**config.mk**
```make
export PLATFORM = sky130hd
export DESIGN_NAME = expgob_dec_flat
export DESIGN_NICKNAME = d
export VERILOG_FILES = /design/src/rtl/expgob_dec_pkg.sv /design/src/rtl/expgob_dec_if.sv /design/src/rtl/expgob_dec.sv /design/src/flat_wrapper.sv
export SDC_FILE = /design/constraint.sdc
export NUM_CORES = 1
export LEC_CHECK = 0
export CORE_ASPECT_RATIO = 0.9
export CORE_MARGIN = 4
export CORE_UTILIZATION = 58
export DETAILED_ROUTE_END_ITERATION = 16
export PLACE_DENSITY_LB_ADDON = 0.2
export SKIP_LAST_GASP = 1
export SLEW_MARGIN = 10
export SYNTH_ARGS = -nofsm -noshare
export SYNTH_HDL_FRONTEND = slang
export SYNTH_SLANG_ARGS = --single-unit
export TNS_END_PERCENT = 1
```
**constraint.sdc**
```tcl
create_clock -name clk -period 5.15 [get_ports clk]
set_clock_uncertainty 0.15 [all_clocks]
set_input_delay 1.03 -clock clk [delete_from_list [all_inputs] [get_ports clk]]
set_output_delay 1.03 -clock clk [all_outputs]
set_load 0.1 [all_outputs]
```
**src/rtl/expgob_dec_pkg.sv**
```systemverilog
// expgob_pkg: types and constants shared by the exp_gob encoder and expgob_dec decoder
package expgob_pkg;
  typedef enum logic {PREFIX, SUFFIX} state_t;
  localparam int EXPGOB_DATA_W = 8;
  localparam int EXPGOB_MAX_Z = EXPGOB_DATA_W;
endpackage

```
**src/rtl/expgob_dec_if.sv**
```systemverilog
// expgob_dec_if: codeword bit stream in, decoded value out; master is the environment, slave is the decoder
interface expgob_dec_if import expgob_pkg::*; #(
  parameter int DATA_W = EXPGOB_DATA_W
);
  logic bit_i;
  logic bit_vld_i;
  logic bit_rdy_o;
  logic [DATA_W-1:0] dt_o;
  logic dt_vld_o;
  logic dt_rdy_i;
  logic busy_o;
  logic err_o;
  modport master (
    output bit_i, bit_vld_i, dt_rdy_i,
    input bit_rdy_o, dt_o, dt_vld_o, busy_o, err_o
  );
  modport slave (
    input bit_i, bit_vld_i, dt_rdy_i,
    output bit_rdy_o, dt_o, dt_vld_o, busy_o, err_o
  );
endinterface

```
**src/rtl/expgob_dec.sv**
```systemverilog
// expgob_dec: serial order-0 Exp-Golomb decoder with valid/ready result register
// EXPGOB_DEC_ERR_EN: flag prefixes longer than DATA_W zeros instead of saturating
module expgob_dec import expgob_pkg::*; #(
  parameter int DATA_W = EXPGOB_DATA_W
) (
  input logic clk,
  input logic rst_n,
  expgob_dec_if.slave bus
);
  localparam int ZW = $clog2(DATA_W + 1);
  localparam logic [ZW-1:0] MAX_Z = ZW'(DATA_W);
  state_t state, state_n;
  logic [ZW-1:0] zcnt, zcnt_n, rem, rem_n;
  logic [DATA_W:0] acc, acc_n;
  logic [DATA_W-1:0] dt, dt_n;
  logic vld, vld_n, err, err_n, take;
  assign bus.bit_rdy_o = !vld || bus.dt_rdy_i;
  assign take = bus.bit_vld_i && bus.bit_rdy_o;
  assign bus.dt_o = dt;
  assign bus.dt_vld_o = vld;
  assign bus.err_o = err;
  assign bus.busy_o = (state == SUFFIX) || (zcnt != '0);
  always_comb begin
    state_n = state;
    zcnt_n = zcnt;
    rem_n = rem;
    acc_n = acc;
    dt_n = dt;
    err_n = 1'b0;
    vld_n = vld && !bus.dt_rdy_i;
    if (take && state == PREFIX) begin
      if (!bus.bit_i) begin
`ifdef EXPGOB_DEC_ERR_EN
        err_n = zcnt == MAX_Z;
        zcnt_n = err_n ? '0 : zcnt + 1'b1;
        acc_n = err_n ? '0 : acc;
        rem_n = err_n ? '0 : rem;
`else
        zcnt_n = zcnt == MAX_Z ? zcnt : zcnt + 1'b1;
`endif
      end else if (zcnt == '0) begin
        dt_n = '0;
        vld_n = 1'b1;
      end else begin
        acc_n = (DATA_W+1)'(1);
        rem_n = zcnt;
        state_n = SUFFIX;
      end
    end else if (take) begin
      acc_n = (DATA_W+1)'({acc, bus.bit_i});
      rem_n = rem - 1'b1;
      if (rem == ZW'(1)) begin
        // acc holds n+1 with its implicit leading one, so n+1 >= 1 and the subtraction cannot wrap
        dt_n = DATA_W'(acc_n - 1'b1);
        vld_n = 1'b1;
        zcnt_n = '0;
        state_n = PREFIX;
      end
    end
  end
  always_ff @(posedge clk or negedge rst_n) begin
    if (!rst_n) begin
      state <= PREFIX;
      zcnt <= '0;
      rem <= '0;
      acc <= '0;
      dt <= '0;
      vld <= 1'b0;
      err <= 1'b0;
    end else begin
      state <= state_n;
      zcnt <= zcnt_n;
      rem <= rem_n;
      acc <= acc_n;
      dt <= dt_n;
      vld <= vld_n;
      err <= err_n;
    end
  end
endmodule

```
**src/flat_wrapper.sv**
```systemverilog
// flat-port wrapper written by rule: the top's interface ports become plain ports
module expgob_dec_flat import expgob_pkg::*;
#(
  parameter int DATA_W = EXPGOB_DATA_W
)
  (clk, rst_n, bus_bit_i, bus_bit_vld_i, bus_dt_rdy_i, bus_bit_rdy_o, bus_dt_o, bus_dt_vld_o, bus_busy_o, bus_err_o);
  expgob_dec_if #(.DATA_W(DATA_W)) bus_i ();
  input logic clk;
  input logic rst_n;
  input wire logic [$bits(bus_i.bit_i)-1:0] bus_bit_i;
  input wire logic [$bits(bus_i.bit_vld_i)-1:0] bus_bit_vld_i;
  input wire logic [$bits(bus_i.dt_rdy_i)-1:0] bus_dt_rdy_i;
  output wire logic [$bits(bus_i.bit_rdy_o)-1:0] bus_bit_rdy_o;
  output wire logic [$bits(bus_i.dt_o)-1:0] bus_dt_o;
  output wire logic [$bits(bus_i.dt_vld_o)-1:0] bus_dt_vld_o;
  output wire logic [$bits(bus_i.busy_o)-1:0] bus_busy_o;
  output wire logic [$bits(bus_i.err_o)-1:0] bus_err_o;
  assign bus_i.bit_i = bus_bit_i;
  assign bus_i.bit_vld_i = bus_bit_vld_i;
  assign bus_i.dt_rdy_i = bus_dt_rdy_i;
  assign bus_bit_rdy_o = bus_i.bit_rdy_o;
  assign bus_dt_o = bus_i.dt_o;
  assign bus_dt_vld_o = bus_i.dt_vld_o;
  assign bus_busy_o = bus_i.busy_o;
  assign bus_err_o = bus_i.err_o;
  expgob_dec #(.DATA_W(DATA_W)) u_core (.clk(clk), .rst_n(rst_n), .bus(bus_i));
endmodule
```
==> key figures, run 1 <==
Timing
  – Hold_ws: 0.351 ns
  – Fin. max-slew vios: 0
  – Max Clock Freq: 0.268 GHz
  – Rel. slew slack: 25.4%
  – Final Hold Fails: 0
  – Setup violators final: 0
  – Setup Total Neg Slack: 0 ns
  – Worst Max-Slew Pin Slew: 1.12 ns
  – RSZ-0062 raised after global routing: no
  – Tmin final: 3.73 ns
  – Period utilization: 72.5%

Critical path
  – Critical Path Fanout Max: 6
  – Worst setup endpoint: bus_busy_o
  – Worst-case reg-to-reg path depth: 5
  – CP startpoint kind: register
  – Critical path type: reg2out
  – Reg-to-reg endpoint: u_core.bus.dt_o[7]$_DFFE_PN0P_
  – Worst r2r src: u_core.rem[1]$_DFFE_PN0P_
  – Data arrival, critical path: 2.55 ns
  – Required @ worst endpoint: 3.97 ns
  – Reg2reg setup slack: 2.98 ns
  – CP Launch Point: u_core.zcnt[0]$_DFFE_PN0P_
  – Crit end category: primary output

Status
  – Status: complete, no violations

CTS
  – Root Driver: clkbuf_4
  – H-tree depth: 1
  – Clk buf depth: 2
  – CTS buffer count: 3
  – Clock transition at path regs: 0.12 ns
  – Post-CTS Repair Setup Buffers: 0
  – Sink Count: 25
  – CTS tree: done
  – Clk Latency, worst-skew pair: 0.33 ns
  – Post-CTS Hold Buffers: 0
  – Post-CTS sizing: 0

Layout
  – Fin area: 1510 µm²
  – Most common cell after layout, fill and taps aside: dfrtp_1
  – Final core occ: 69.0%
  – Most frequent cells in the layout: dfrtp_1 (25), clkdlybuf4s50_1 (14), nand2_1 (9), a22o_1 (9), o2bb2ai_1 (7)
  – Layout cells sized above 1: 7.19%
  – Nets: 150
  – Area Growth Syn to Fin: 13.0%
  – ANT cells: 0

Place
  – Placed instance area: 1480 µm²
  – Port Buffers: 15
  – GP Congestion: 0.856
  – Post-DP HPWL: 2080 µm

Power and ir drop
  – Worst VDD drop: 0.394 mV
  – Pleak: 0.648 nW
  – Total power: 0.871 mW
  – Pwr Density: 578 nW/µm²

Die
  – Starting Density: 61.1%
  – Total Die Area: 3130 µm²
  – Core area: 2180 µm²
  – Die W: 58.5 µm
  – Cell Rows: 16
  – Die height: 53.5 µm
  – Io pins: 17

Routing
  – 1st-iter DRT viols: 33
  – Routed WL: 2850 µm
  – DRT antenna net count: 0
  – Via count: 1033
  – Avg WL per Cell: 17.2 µm
  – Via-to-Cell Ratio: 6.22
  – Drt first pass iters: 4
  – DR DRC count: 0

Logic synthesis
  – Synth Net Count: 136
  – Distinct cells, synth: 43
  – Yosys warns: 0
  – Largest area contributor in the netlist: dfrtp_1
  – Asr flop ratio synth: 100%
  – Post-synth EDFFs: 0
  – Sequential area share after synthesis: 46.9%
  – Share of the synthesized area in the top cell type: 46.9%
  – Seq cells post-synth: 25
  – Syn Std Cell Area: 1330 µm²
  – Area contributors post-synth: dfrtp_1 (47%), a22o_1 (5.9%), ha_1 (4.7%)
  – Syn Inst Count: 126
  – Syn_area_per_cell: 10.6 µm²
  – Ys flop type: dfrtp_1

GRT
  – Initial antenna violation count: 0
  – Largest net degree at the start of global routing: 26
  – First-pass GRT wire length: 4690 µm
  – Total GRT Usage: 20.7%
  – Gr ovfl total: 0
  – Vias in the first global route: 988

Min path
  – Tightest Hold Check Type: reg2reg

Flow run
  – Max_cap viols: 0
[flip-flops by register name (all words and copies together), names as in the netlist]
| register | count |
|---|---|
| u_core.bus.dt_vld_o | 1 |
| u_core.bus.dt_o | 8 |
| u_core.rem | 4 |
| u_core.state | 1 |
| u_core.acc | 7 |
| u_core.zcnt | 4 |
[layout make-up]
class	instances	area, µm²
Clock buffer	3	22.5
Clock inverter	1	5.00
Fill cell	172	677
Inverter	6	22.5
Multi-Input combinational cell	89	648
Sequential cell	25	626
Tap cell	27	33.8
Timing Repair Buffer	15	148
[cell families after synthesis]
family	after synthesis	synth area share, %
AOI/OAI and AO/OA	39	23.2
and+or+nand+nor	36	15.0
DFF	25	46.9
buffers and inverters	12	4.41
xor gates and xnor gates	6	3.94
adders and majority gates	5	4.69
muxes	2	1.50
other	1	0.281
[stage by stage]
stage | setup WS (ns) | cells
after floorplan | 2.38 | 126
after global placement | 1.83 | 162
after detailed placement | 1.80 | 162
after CTS | 1.42 | 166
after global routing | 1.33 | 166
final | 1.42 | 166
[critical path, cell delays in order (launching register included)]
cell and delay (ns):
dfrtp_1 0.46, inv_1 0.11, ha_1 0.18, or4b_4 0.50, clkdlybuf4s50_1 0.99
[report_power, final]
part,switching (mW),internal [mW],total (mW)
Combinational,0.282,0.154,0.436
Clock,0.0590,0.0292,0.0881
Sequential,0.0817,0.265,0.347
[synthesized netlist by cell type (all sizes together), types with 2 or more instances]
cell type	instances
dfrtp	25
nand2	10
a22o	9
o2bb2ai	7
inv	6
nor2	6
o21ai	6
ha	5
a21oi	4
buf	4
nand3	4
xnor2	4
nor3	3
clkbuf	2
mux2i	2
nand2b	2
nand3b	2
nor3b	2
o21a	2
o31ai	2
xor2	2
[metal layers]
layer,vias to the layer above,track usage (%),part of all wire [%],wire (µm)
li1,492,-,-,-
met2,22,34.0,47,1350
met5,-,0,0,0
met4,0,5.02,0.42,12
met3,2,6.34,5.8,166
met1,517,26.5,46,1320
[worst min path at each step]
stage | start | endpoint | cells after the start
floorplan | u_core.rem[0]$_DFFE_PN0P_ | u_core.rem[0]$_DFFE_PN0P_ | 1
global placement | u_core.bus.dt_o[1]$_DFFE_PN0P_ | u_core.bus.dt_o[1]$_DFFE_PN0P_ | 1
detailed placement | u_core.bus.dt_o[5]$_DFFE_PN0P_ | u_core.bus.dt_o[5]$_DFFE_PN0P_ | 1
CTS | u_core.bus.dt_o[6]$_DFFE_PN0P_ | u_core.bus.dt_o[6]$_DFFE_PN0P_ | 1
global route | u_core.bus.dt_o[5]$_DFFE_PN0P_ | u_core.bus.dt_o[5]$_DFFE_PN0P_ | 1
finish | u_core.bus.dt_o[6]$_DFFE_PN0P_ | u_core.bus.dt_o[6]$_DFFE_PN0P_ | 1
No activity file was read; power rests on OpenSTA's default activity.
==> inputs of run 2 (changes only) <==
Settings changed: CORE_UTILIZATION 58 to 48.
Clock period 5.15 ns to 3 ns, I/O delays scaled along.
==> run 2 against run 1 <==
First-iteration DRC count rose by 61%; die area rose by 18%; clock-buffer cell count did not move; cell area barely moved; clock power rose by 83%; via count fell by 0.77%; critical path depth did not move; global-route usage fell by 4.1 points.
==> key figures, run 2 (synthesis gave the netlist of run 1 again) <==
Power and ir drop
  – Total net switching power: 0.730 mW
  – Pleak: 0.673 nW
  – Seq pwr share: 40.0%
  – Int Pwr: 0.759 mW
  – Combinational Power Share: 49.2%
  – Pwr Density: 990 nW/µm²
  – Worst VDD drop: 0.442 mV
  – Net Sw Frac: 49.0%
  – Clock power frac: 10.8%

Die
  – Io pins: 17
  – Core area: 2550 µm²
  – Cell Rows: 17
  – Total Die Area: 3680 µm²
  – Die height: 58.0 µm
  – Starting Density: 52.2%
  – Die W: 63.5 µm

Timing
  – Rel. slew slack: 61.3%
  – Fin. max-slew vios: 0
  – Final Hold Fails: 0
  – Setup Total Neg Slack: 0 ns
  – Max Clock Freq: 0.383 GHz
  – RSZ-0062 raised after global routing: no
  – Period utilization: 87.1%
  – Worst Max-Slew Pin Slew: 0.573 ns
  – Setup violators final: 0
  – Tmin final: 2.61 ns
  – Hold_ws: 0.355 ns

Routing
  – Avg WL per Cell: 16.5 µm
  – Via-to-Cell Ratio: 6.10
  – DR DRC count: 0
  – Via count: 1025
  – 1st-iter DRT viols: 53
  – Routed WL: 2780 µm
  – Drt first pass iters: 4
  – DRT antenna net count: 0

Layout
  – ANT cells: 0
  – Fin area: 1500 µm²
  – Post-Layout Cell Count: 168
  – Layout cells sized above 1: 15.0%
  – Area Growth Syn to Fin: 12.9%
  – Most common cell after layout, fill and taps aside: dfrtp_1
  – Most frequent cells in the layout: dfrtp_1 (25), buf_4 (11), nand2_1 (9), a22o_1 (9), o2bb2ai_1 (7)
  – Final core occ: 58.9%
  – Max reg flops: 8
  – Nets: 151

CTS
  – Post-CTS sizing: 0
  – Sink Count: 25
  – CTS buffer count: 3
  – Root Driver: clkbuf_4
  – Post-CTS Hold Buffers: 0
  – Clk Latency, worst-skew pair: 0.34 ns
  – Clock transition at path regs: 0.16 ns
  – H-tree depth: 1
  – CTS tree: done
  – Clk buf depth: 2
  – Post-CTS Repair Setup Buffers: 0

Critical path
  – Critical path type: reg2out
  – CP startpoint kind: register
  – Crit end category: primary output
  – Critical Path Fanout Max: 6
  – Required @ worst endpoint: 2.25 ns
  – Data arrival, critical path: 1.86 ns

GRT
  – Initial antenna violation count: 0
  – Total GRT Usage: 16.5%
  – Largest net degree at the start of global routing: 26
  – First-pass GRT wire length: 4770 µm
  – Gr ovfl total: 0
  – Vias in the first global route: 1008

Place
  – Port Buffers: 15
  – Post-DP HPWL: 1990 µm
  – Placed insts: 164
  – Placed instance area: 1470 µm²
  – GP Congestion: 0.811

Status
  – Status: complete, no violations

Min path
  – Tightest Hold Check Type: reg2reg

Flow run
  – Max_cap viols: 0
==> run 2: layer usage <==
layer / track usage, % / share of wire [%] / vias to the layer above
li1: - / - / 494
met1: 22.7 / 50 / 506
met2: 25.9 / 44 / 21
met3: 4.84 / 5.3 / 4
met4: 3.69 / 0.65 / 0
met5: 0 / 0 / -
==> run 2: path summary, 6_finish.rpt <==
| check | from | endpoint | slack (ns) | cells past startpoint |
|---|---|---|---|---|
| worst max-delay path | u_core.zcnt[0]$_DFFE_PN0P_ | bus_busy_o | 0.39 | 4 |
| worst min-delay path | u_core.bus.dt_o[5]$_DFFE_PN0P_ | u_core.bus.dt_o[5]$_DFFE_PN0P_ | 0.36 | 1 |
| worst max register to register | u_core.rem[1]$_DFFE_PN0P_ | u_core.bus.dt_o[7]$_DFFE_PN0P_ | 0.93 | 5 |
| worst min register to register | u_core.bus.dt_o[5]$_DFFE_PN0P_ | u_core.bus.dt_o[5]$_DFFE_PN0P_ | 0.36 | 1 |
| max in group asynchronous | rst_n | u_core.acc[5]$_DFFE_PN0P_ | 1.98 | 2 |
| min in group asynchronous | rst_n | u_core.zcnt[3]$_DFFE_PN0P_ | 0.44 | 2 |
==> run 2: cell type report <==
type	instances	area [µm²]
inverters	6	22.5
fillers	218	1050
clock inverters	1	7.51
flip-flops and latches	25	626
clock buffers	3	22.5
well taps	28	35.0
multi-input cells	89	648
repair buffers	16	143
==> run 2: worst max-delay path: stages (launching register included) <==
cell,delay [ns]
dfrtp_1,0.48
inv_1,0.10
ha_1,0.19
or4b_4,0.50
buf_4,0.26
==> run 2: metrics by stage <==
stage	worst slack [ns]	power, mW
finish	0.387	1.49
global route	0.321	1.59
CTS	0.390	1.50
detailed placement	0.362	1.33
global placement	0.427	1.31
floorplan	0.564	1.17
==> run 2: power by group through the flow <==
stage	Combinational (mW)	Clock (mW)	Sequential (mW)
6_report	0.733	0.161	0.595
3_5_place_dp	0.736	0	0.599
4_1_cts	0.739	0.169	0.593
3_3_place_gp	0.718	0	0.594
2_1_floorplan	0.330	0	0.839
5_1_grt	0.785	0.183	0.620
